**config.mk**
```make
export PLATFORM = sky130hd
export DESIGN_NAME = mult_hilo_ctrl_flat
export DESIGN_NICKNAME = d
export VERILOG_FILES = /design/src/rtl/mips_pkg.sv /design/src/rtl/mult_hilo_ctrl_if.sv /design/src/rtl/mult_hilo_ctrl_shift_add_dp.sv /design/src/rtl/mult_hilo_ctrl.sv /design/src/flat_wrapper.sv
export SDC_FILE = /design/constraint.sdc
export NUM_CORES = 1
export LEC_CHECK = 0
export CAP_MARGIN = 20
export CELL_PAD_IN_SITES_DETAIL_PLACEMENT = 1
export CELL_PAD_IN_SITES_GLOBAL_PLACEMENT = 1
export CORE_MARGIN = 10
export CORE_UTILIZATION = 35
export DETAILED_ROUTE_END_ITERATION = 7
export DONT_BUFFER_PORTS = 1
export PLACE_DENSITY_LB_ADDON = 0.1
export SLEW_MARGIN = 40
export SYNTH_ARGS = -nofsm -noshare
export SYNTH_HDL_FRONTEND = slang
export SYNTH_HIERARCHICAL = 1
export SYNTH_SLANG_ARGS = --single-unit
```
**constraint.sdc**
```tcl
create_clock -name clk -period 6.25 [get_ports clk]
set_input_delay 0.9375 -clock clk [delete_from_list [all_inputs] [get_ports clk]]
set_output_delay 0.9375 -clock clk [all_outputs]
set_load 0.02 [all_outputs]
```
**src/rtl/mips_pkg.sv**
```systemverilog
// Shared MIPS core types for the multiply unit.
// Holds the multiply FSM state encoding, the iteration count and the product type.
package mips_pkg;

  localparam int MULT_DATA_WIDTH = 32;
  localparam int MULT_CYCLES     = MULT_DATA_WIDTH;

  typedef enum logic [1:0] {
    MULT_IDLE = 2'd0,
    MULT_CALC = 2'd1,
    MULT_DONE = 2'd2
  } mult_state_e;

  typedef logic [2*MULT_DATA_WIDTH-1:0] mult_product_t;

endpackage

```
**src/rtl/mult_hilo_ctrl_if.sv**
```systemverilog
// Pipeline-side bundle of the multiply/HI-LO unit.
// The EX stage and hazard control are the master; the unit is the slave.
interface mult_hilo_ctrl_if #(
  parameter int DATA_WIDTH = 32
) ();

  logic                  start;
  logic                  is_signed;
  logic [DATA_WIDTH-1:0] a;
  logic [DATA_WIDTH-1:0] b;
  logic                  flush;
  logic                  hi_we;
  logic                  lo_we;
  logic [DATA_WIDTH-1:0] wdata;
  logic                  hilo_read;
  logic                  busy;
  logic                  done;
  logic                  stall;
  logic [DATA_WIDTH-1:0] hi;
  logic [DATA_WIDTH-1:0] lo;

  modport master (
    output start, is_signed, a, b, flush, hi_we, lo_we, wdata, hilo_read,
    input  busy, done, stall, hi, lo
  );

  modport slave (
    input  start, is_signed, a, b, flush, hi_we, lo_we, wdata, hilo_read,
    output busy, done, stall, hi, lo
  );

endinterface

```
**src/rtl/mult_hilo_ctrl_shift_add_dp.sv**
```systemverilog
// Radix-2 shift-add datapath: works on magnitudes, one multiplier bit per step,
// and presents the sign-corrected full-width product of the step in progress.
module mult_shift_add_dp #(
  parameter int DATA_WIDTH = 32
) (
  input  logic                    clk,
  input  logic                    rst,
  input  logic                    load,
  input  logic                    step,
  input  logic                    is_signed,
  input  logic [DATA_WIDTH-1:0]   a,
  input  logic [DATA_WIDTH-1:0]   b,
  output logic [2*DATA_WIDTH-1:0] product
);

  localparam int PROD_WIDTH = 2 * DATA_WIDTH;

  logic [PROD_WIDTH-1:0] acc;
  logic [PROD_WIDTH-1:0] mcand;
  logic [DATA_WIDTH-1:0] mplier;
  logic                  neg_res;

  logic                  a_neg;
  logic                  b_neg;
  logic [DATA_WIDTH-1:0] a_abs;
  logic [DATA_WIDTH-1:0] b_abs;
  logic [PROD_WIDTH-1:0] addend;
  logic [PROD_WIDTH-1:0] acc_next;

  // The most negative operand negates to itself, which read unsigned is its exact magnitude.
  assign a_neg = is_signed & a[DATA_WIDTH-1];
  assign b_neg = is_signed & b[DATA_WIDTH-1];
  assign a_abs = a_neg ? -a : a;
  assign b_abs = b_neg ? -b : b;

  assign addend   = mplier[0] ? mcand : '0;
  assign acc_next = acc + addend;
  assign product  = neg_res ? -acc_next : acc_next;

  // NOTE: sequential state uses non-blocking assignments so every register samples pre-edge values.
  always_ff @(posedge clk) begin
    if (rst) begin
      acc <= '0;
    end else if (load) begin
      acc <= '0;
    end else if (step) begin
      acc <= acc_next;
    end
  end

  // NOTE: operand registers carry no reset; load always writes them before a step reads them.
  always_ff @(posedge clk) begin
    if (load) begin
      mcand   <= {{DATA_WIDTH{1'b0}}, a_abs};
      mplier  <= b_abs;
      neg_res <= a_neg ^ b_neg;
    end else if (step) begin
      mcand  <= mcand << 1;
      mplier <= mplier >> 1;
    end
  end

endmodule

```
**src/rtl/mult_hilo_ctrl.sv**
```systemverilog
// Iterative MULT/MULTU unit owning the architectural HI/LO registers.
// Serves MTHI/MTLO in IDLE and raises a stall request while a product is in flight.
module mult_hilo_ctrl
  import mips_pkg::*;
#(
  parameter int DATA_WIDTH = MULT_DATA_WIDTH,
  parameter int CNT_WIDTH  = $clog2(DATA_WIDTH)
) (
  input  logic            clk,
  input  logic            rst,
  mult_hilo_ctrl_if.slave bus
);

  mult_state_e           state;
  logic [CNT_WIDTH-1:0]  cnt;
  logic [DATA_WIDTH-1:0] hi_q;
  logic [DATA_WIDTH-1:0] lo_q;

  logic                    load;
  logic                    step;
  logic                    last_iter;
  logic [2*DATA_WIDTH-1:0] product;

  assign load      = (state == MULT_IDLE) & bus.start & ~bus.flush;
  assign step      = (state == MULT_CALC) & ~bus.flush;
  assign last_iter = (cnt == CNT_WIDTH'(DATA_WIDTH - 1));

  mult_shift_add_dp #(
    .DATA_WIDTH (DATA_WIDTH)
  ) u_dp (
    .clk       (clk),
    .rst       (rst),
    .load      (load),
    .step      (step),
    .is_signed (bus.is_signed),
    .a         (bus.a),
    .b         (bus.b),
    .product   (product)
  );

  always_ff @(posedge clk) begin
    if (rst) begin
      state <= MULT_IDLE;
      cnt   <= '0;
      hi_q  <= '0;
      lo_q  <= '0;
    end else begin
      unique case (state)
        MULT_IDLE: begin
          if (load) begin
            state <= MULT_CALC;
            cnt   <= '0;
          end else if (!bus.start) begin
            // A start, even a flushed one, owns the cycle and drops HI/LO writes.
            if (bus.hi_we) hi_q <= bus.wdata;
            if (bus.lo_we) lo_q <= bus.wdata;
          end
        end
        MULT_CALC: begin
          if (bus.flush) begin
            state <= MULT_IDLE;
          end else begin
            cnt <= cnt + CNT_WIDTH'(1);
            if (last_iter) begin
              {hi_q, lo_q} <= product;
              state        <= MULT_DONE;
            end
          end
        end
        MULT_DONE: state <= MULT_IDLE;
        default:   state <= MULT_IDLE;
      endcase
    end
  end

  assign bus.busy  = (state != MULT_IDLE);
  assign bus.done  = (state == MULT_DONE);
  // HI/LO are already committed in DONE, so a reader there may proceed.
  assign bus.stall = bus.busy & ~bus.done &
                     (bus.start | bus.hilo_read | bus.hi_we | bus.lo_we);
  assign bus.hi    = hi_q;
  assign bus.lo    = lo_q;

endmodule
```
**src/flat_wrapper.sv**
```systemverilog
// flat-port wrapper written by rule: the top's interface ports become plain ports
module mult_hilo_ctrl_flat import mips_pkg::*;
#(
  parameter int DATA_WIDTH = MULT_DATA_WIDTH,
  parameter int CNT_WIDTH  = $clog2(DATA_WIDTH)
)
  (clk, rst, bus_start, bus_is_signed, bus_a, bus_b, bus_flush, bus_hi_we, bus_lo_we, bus_wdata, bus_hilo_read, bus_busy, bus_done, bus_stall, bus_hi, bus_lo);
  mult_hilo_ctrl_if #(.DATA_WIDTH(DATA_WIDTH)) bus_i ();
  input  logic clk;
  input  logic rst;
  input wire logic [$bits(bus_i.start)-1:0] bus_start;
  input wire logic [$bits(bus_i.is_signed)-1:0] bus_is_signed;
  input wire logic [$bits(bus_i.a)-1:0] bus_a;
  input wire logic [$bits(bus_i.b)-1:0] bus_b;
  input wire logic [$bits(bus_i.flush)-1:0] bus_flush;
  input wire logic [$bits(bus_i.hi_we)-1:0] bus_hi_we;
  input wire logic [$bits(bus_i.lo_we)-1:0] bus_lo_we;
  input wire logic [$bits(bus_i.wdata)-1:0] bus_wdata;
  input wire logic [$bits(bus_i.hilo_read)-1:0] bus_hilo_read;
  output wire logic [$bits(bus_i.busy)-1:0] bus_busy;
  output wire logic [$bits(bus_i.done)-1:0] bus_done;
  output wire logic [$bits(bus_i.stall)-1:0] bus_stall;
  output wire logic [$bits(bus_i.hi)-1:0] bus_hi;
  output wire logic [$bits(bus_i.lo)-1:0] bus_lo;
  assign bus_i.start = bus_start;
  assign bus_i.is_signed = bus_is_signed;
  assign bus_i.a = bus_a;
  assign bus_i.b = bus_b;
  assign bus_i.flush = bus_flush;
  assign bus_i.hi_we = bus_hi_we;
  assign bus_i.lo_we = bus_lo_we;
  assign bus_i.wdata = bus_wdata;
  assign bus_i.hilo_read = bus_hilo_read;
  assign bus_busy = bus_i.busy;
  assign bus_done = bus_i.done;
  assign bus_stall = bus_i.stall;
  assign bus_hi = bus_i.hi;
  assign bus_lo = bus_i.lo;
  mult_hilo_ctrl #(.DATA_WIDTH(DATA_WIDTH), .CNT_WIDTH(CNT_WIDTH)) u_core (.clk(clk), .rst(rst), .bus(bus_i));
endmodule
```
==> impl_metrics.tcl <==
set metrics [dict create \
    antenna_cells 0 \
    start_kind "register" \
    startpoint "u_core/u_dp/mplier[0]$_DFFE_PP_" \
    die_area_um2 61100 \
    finalSetupTns_ns 0 \
    htree_num_levels 1 \
    n_fill_cell 6107 \
    clockBufferDepth 3 \
    row_count 83 \
    syn_area_um2 18100 \
    initial_utilization 0.353 \
    min_period_over_period 0.917 \
    vias 17200 \
    yosys_warnings 6 \
    ctsHoldBuffers 0 \
    ir_drop_v 0.000198 \
    status "finished clean" \
    numCtsBuffers 31 \
    synthDistinctLibCells 101 \
    routed_via_density 5.96 \
    async_flop_share 0 \
    clock_sinks 232 \
    wire_per_inst_um 24.3 \
    drt-total-wl_mm 69.9 \
    setup_viol 0 \
    mostFrequentLayoutCell "nor2_1" \
    hold_viol 0 \
    grtUsageTotal 0.221 \
    avgSynthCellArea_um2 8.00 \
    grt_start_max_net_pins 158 \
    port_buffers 0 \
    slew_violations 0 \
    ys_ff_latch 232 \
    first_global_vias 17200 \
    nets 2352 \
    r2r_end "u_core/bus.hi[31]$_SDFFE_PP0P_" \
    drive_above_1_share 0.0872 \
    cp-endpoint "u_core/bus.hi[31]$_SDFFE_PP0P_" \
    grt_busiest_layer "met2" \
    post-dp-hpwl_mm 55.5 \
    finClkSkew_ns 0.0147 \
    place.gp.congestion 0.906 \
    worst_pin_slew_ns 0.894 \
    core_um2 51200 \
    cts_resized 0 \
    drc_errors 0 \
    fin_area_um2 19800 \
    grt_util_met2 0.349 \
    path_class "register to register" \
    pre_cts_slack_ns 0.585 \
    worst_setup_path_end_kind "register" \
    maxSlewHeadroom 0.400 \
    dpl_cell_area_um2 18600 \
    syn_nets 2429 \
    r2r_start "u_core/u_dp/mplier[0]$_DFFE_PP_" \
    grt_pass1_wl_mm 106 \
    antenna_found_initial 0 \
    pin_count 171 \
    die-height_um 247 \
    postCtsSetupRepairBufs 0 \
    clkLatencyLatePin_ns 0.59 \
    drt_iter0_drc 964 \
    leakagePower_nw 7.08 \
    ff2ff_setup_slack_ns 0.52 \
    dr.pass1.iters 5 \
    met3_usage 0.0377 \
    rsz0062_at_grt "no" \
    synth_seq_area_share 0.293 \
    final_cell_mix "282 x nor2_1, 218 x nand2_1, 185 x a21oi_1" \
    timing.fmax_ghz 0.174 \
    ant_nets 0 \
    die_w_um 247 \
    ff2ff_path_depth 17 \
    maxCapViolCount 0 \
    p_per_area_nw_per_um2 211 \
    synthCells 2256 \
    met1_usage 0.310 \
    cp_max_fo 27 \
    required_ns 6.75 \
    gr-total-overflow 0 \
    cts-root-buf "clkbuf_16" \
    area_delta_synth_final_pct 9.43 \
    hold_class "input port to register" \
    path_clk_slew_ns 0.06 \
    worst_slack_ns 0.516 \
    critPathArrivalTime_ns 6.23 \
    synthFlopType "dfxtp_1" \
    synth-edff-count 65 \
    layout_min_cycle_time_ns 5.73 \
    cts_tree "built" \
]
-- Yosys cell counts, types with 53 or more instances --
cell | number | area (um^2)
a21oi_1 | 185 | 926
and2_1 | 90 | 563
clkbuf_1 | 94 | 353
dfxtp_1 | 167 | 3340
edfxtp_1 | 65 | 1950
ha_1 | 68 | 851
mux2i_1 | 84 | 841
nand2_1 | 218 | 818
nand4_1 | 53 | 332
nor2_1 | 283 | 1060
nor3_1 | 106 | 531
o21ai_0 | 100 | 500
xnor2_1 | 90 | 788
xor2_1 | 61 | 534
-- flip-flops by register name, indices dropped and copies added, names as in the netlist --
| signal | count |
|---|---|
| u_core/bus.lo | 32 |
| u_core/u_dp/neg_res | 1 |
| u_core/u_dp/mplier | 32 |
| u_core/state | 2 |
| u_core/u_dp/mcand | 64 |
| u_core/cnt | 5 |
| u_core/bus.hi | 32 |
| u_core/u_dp/acc | 64 |
-- critical path: stages, from the launching register on --
cell and delay, ns:
edfxtp_1 0.78, buf_4 0.26, and2_1 0.16, ha_1 0.41, a21oi_1 0.28, o21ai_0 0.29, a21o_1 0.33, a2111oi_0 0.56
a221oi_1 0.24, clkbuf_2 0.21, a221oi_1 0.46, o211ai_1 0.32, nand4bb_1 0.28, buf_4 0.21, o41ai_2 0.31, xor2_1 0.18
nand2_1 0.07, a311oi_1 0.28
-- stage by stage --
stage	hold WS (ns)	util	power [mW]	std cells
after floorplan	0.444	-	2.13	2256
after global placement	0.455	0.363	2.28	2824
after detailed placement	0.478	0.363	2.29	2824
after CTS	0.384	0.385	4.24	2881
after global routing	0.385	0.386	4.36	2883
final	0.411	0.386	4.18	2883
-- final cells by class --
type                       instances  area, um^2  area share
tap                              680         851      0.0431
multi-input combinational       1834       12000       0.607
inverter                          29         109     0.00551
clock buffer                      40         870      0.0440
timing repair buffer              51         418      0.0212
clock inverter                    17         226      0.0115
sequential                       232        5300       0.268
-- metal layers --
metal	vias up	wire length (um)
met4	0	1200
met3	67	4000
met5	-	0
li1	8168	-
met1	8546	34100
met2	401	30700
-- cells by family (layout without fill, tap and decap cells) --
| kind of cell | count (synthesis) | after routing | synth area share |
|---|---|---|---|
| mux | 89 | 89 | 0.0497 |
| compound gates | 591 | 591 | 0.233 |
| buf+inv | 190 | 137 | 0.0471 |
| fa+ha+maj | 69 | 69 | 0.0482 |
| simple gates | 934 | 934 | 0.255 |
| xor+xnor | 151 | 151 | 0.0733 |
| flops | 232 | 232 | 0.293 |
-- worst min path at each step --
stage,from,endpoint,slack [ns],depth (start not counted)
6_report,rst,u_core/bus.lo[17]$_SDFFE_PP0P_,0.41,1
5_1_grt,rst,u_core/bus.lo[17]$_SDFFE_PP0P_,0.39,1
2_1_floorplan,u_core/cnt[3]$_SDFFE_PP0P_,u_core/cnt[3]$_SDFFE_PP0P_,0.44,2
4_1_cts,rst,u_core/bus.lo[17]$_SDFFE_PP0P_,0.38,1
3_5_place_dp,u_core/u_dp/acc[61]$_SDFFE_PP0P_,u_core/u_dp/acc[61]$_SDFFE_PP0P_,0.48,2
3_3_place_gp,u_core/cnt[3]$_SDFFE_PP0P_,u_core/cnt[3]$_SDFFE_PP0P_,0.45,2
-- where the power goes --
part           internal (mW)  leakage [nW]  switching, mW
clock network           1.18         0.543          0.736
logic                  0.198          4.57          0.359
registers               1.62          1.97         0.0776
total                   3.00          7.08           1.17
No activity file was read; power rests on OpenSTA's default activity.
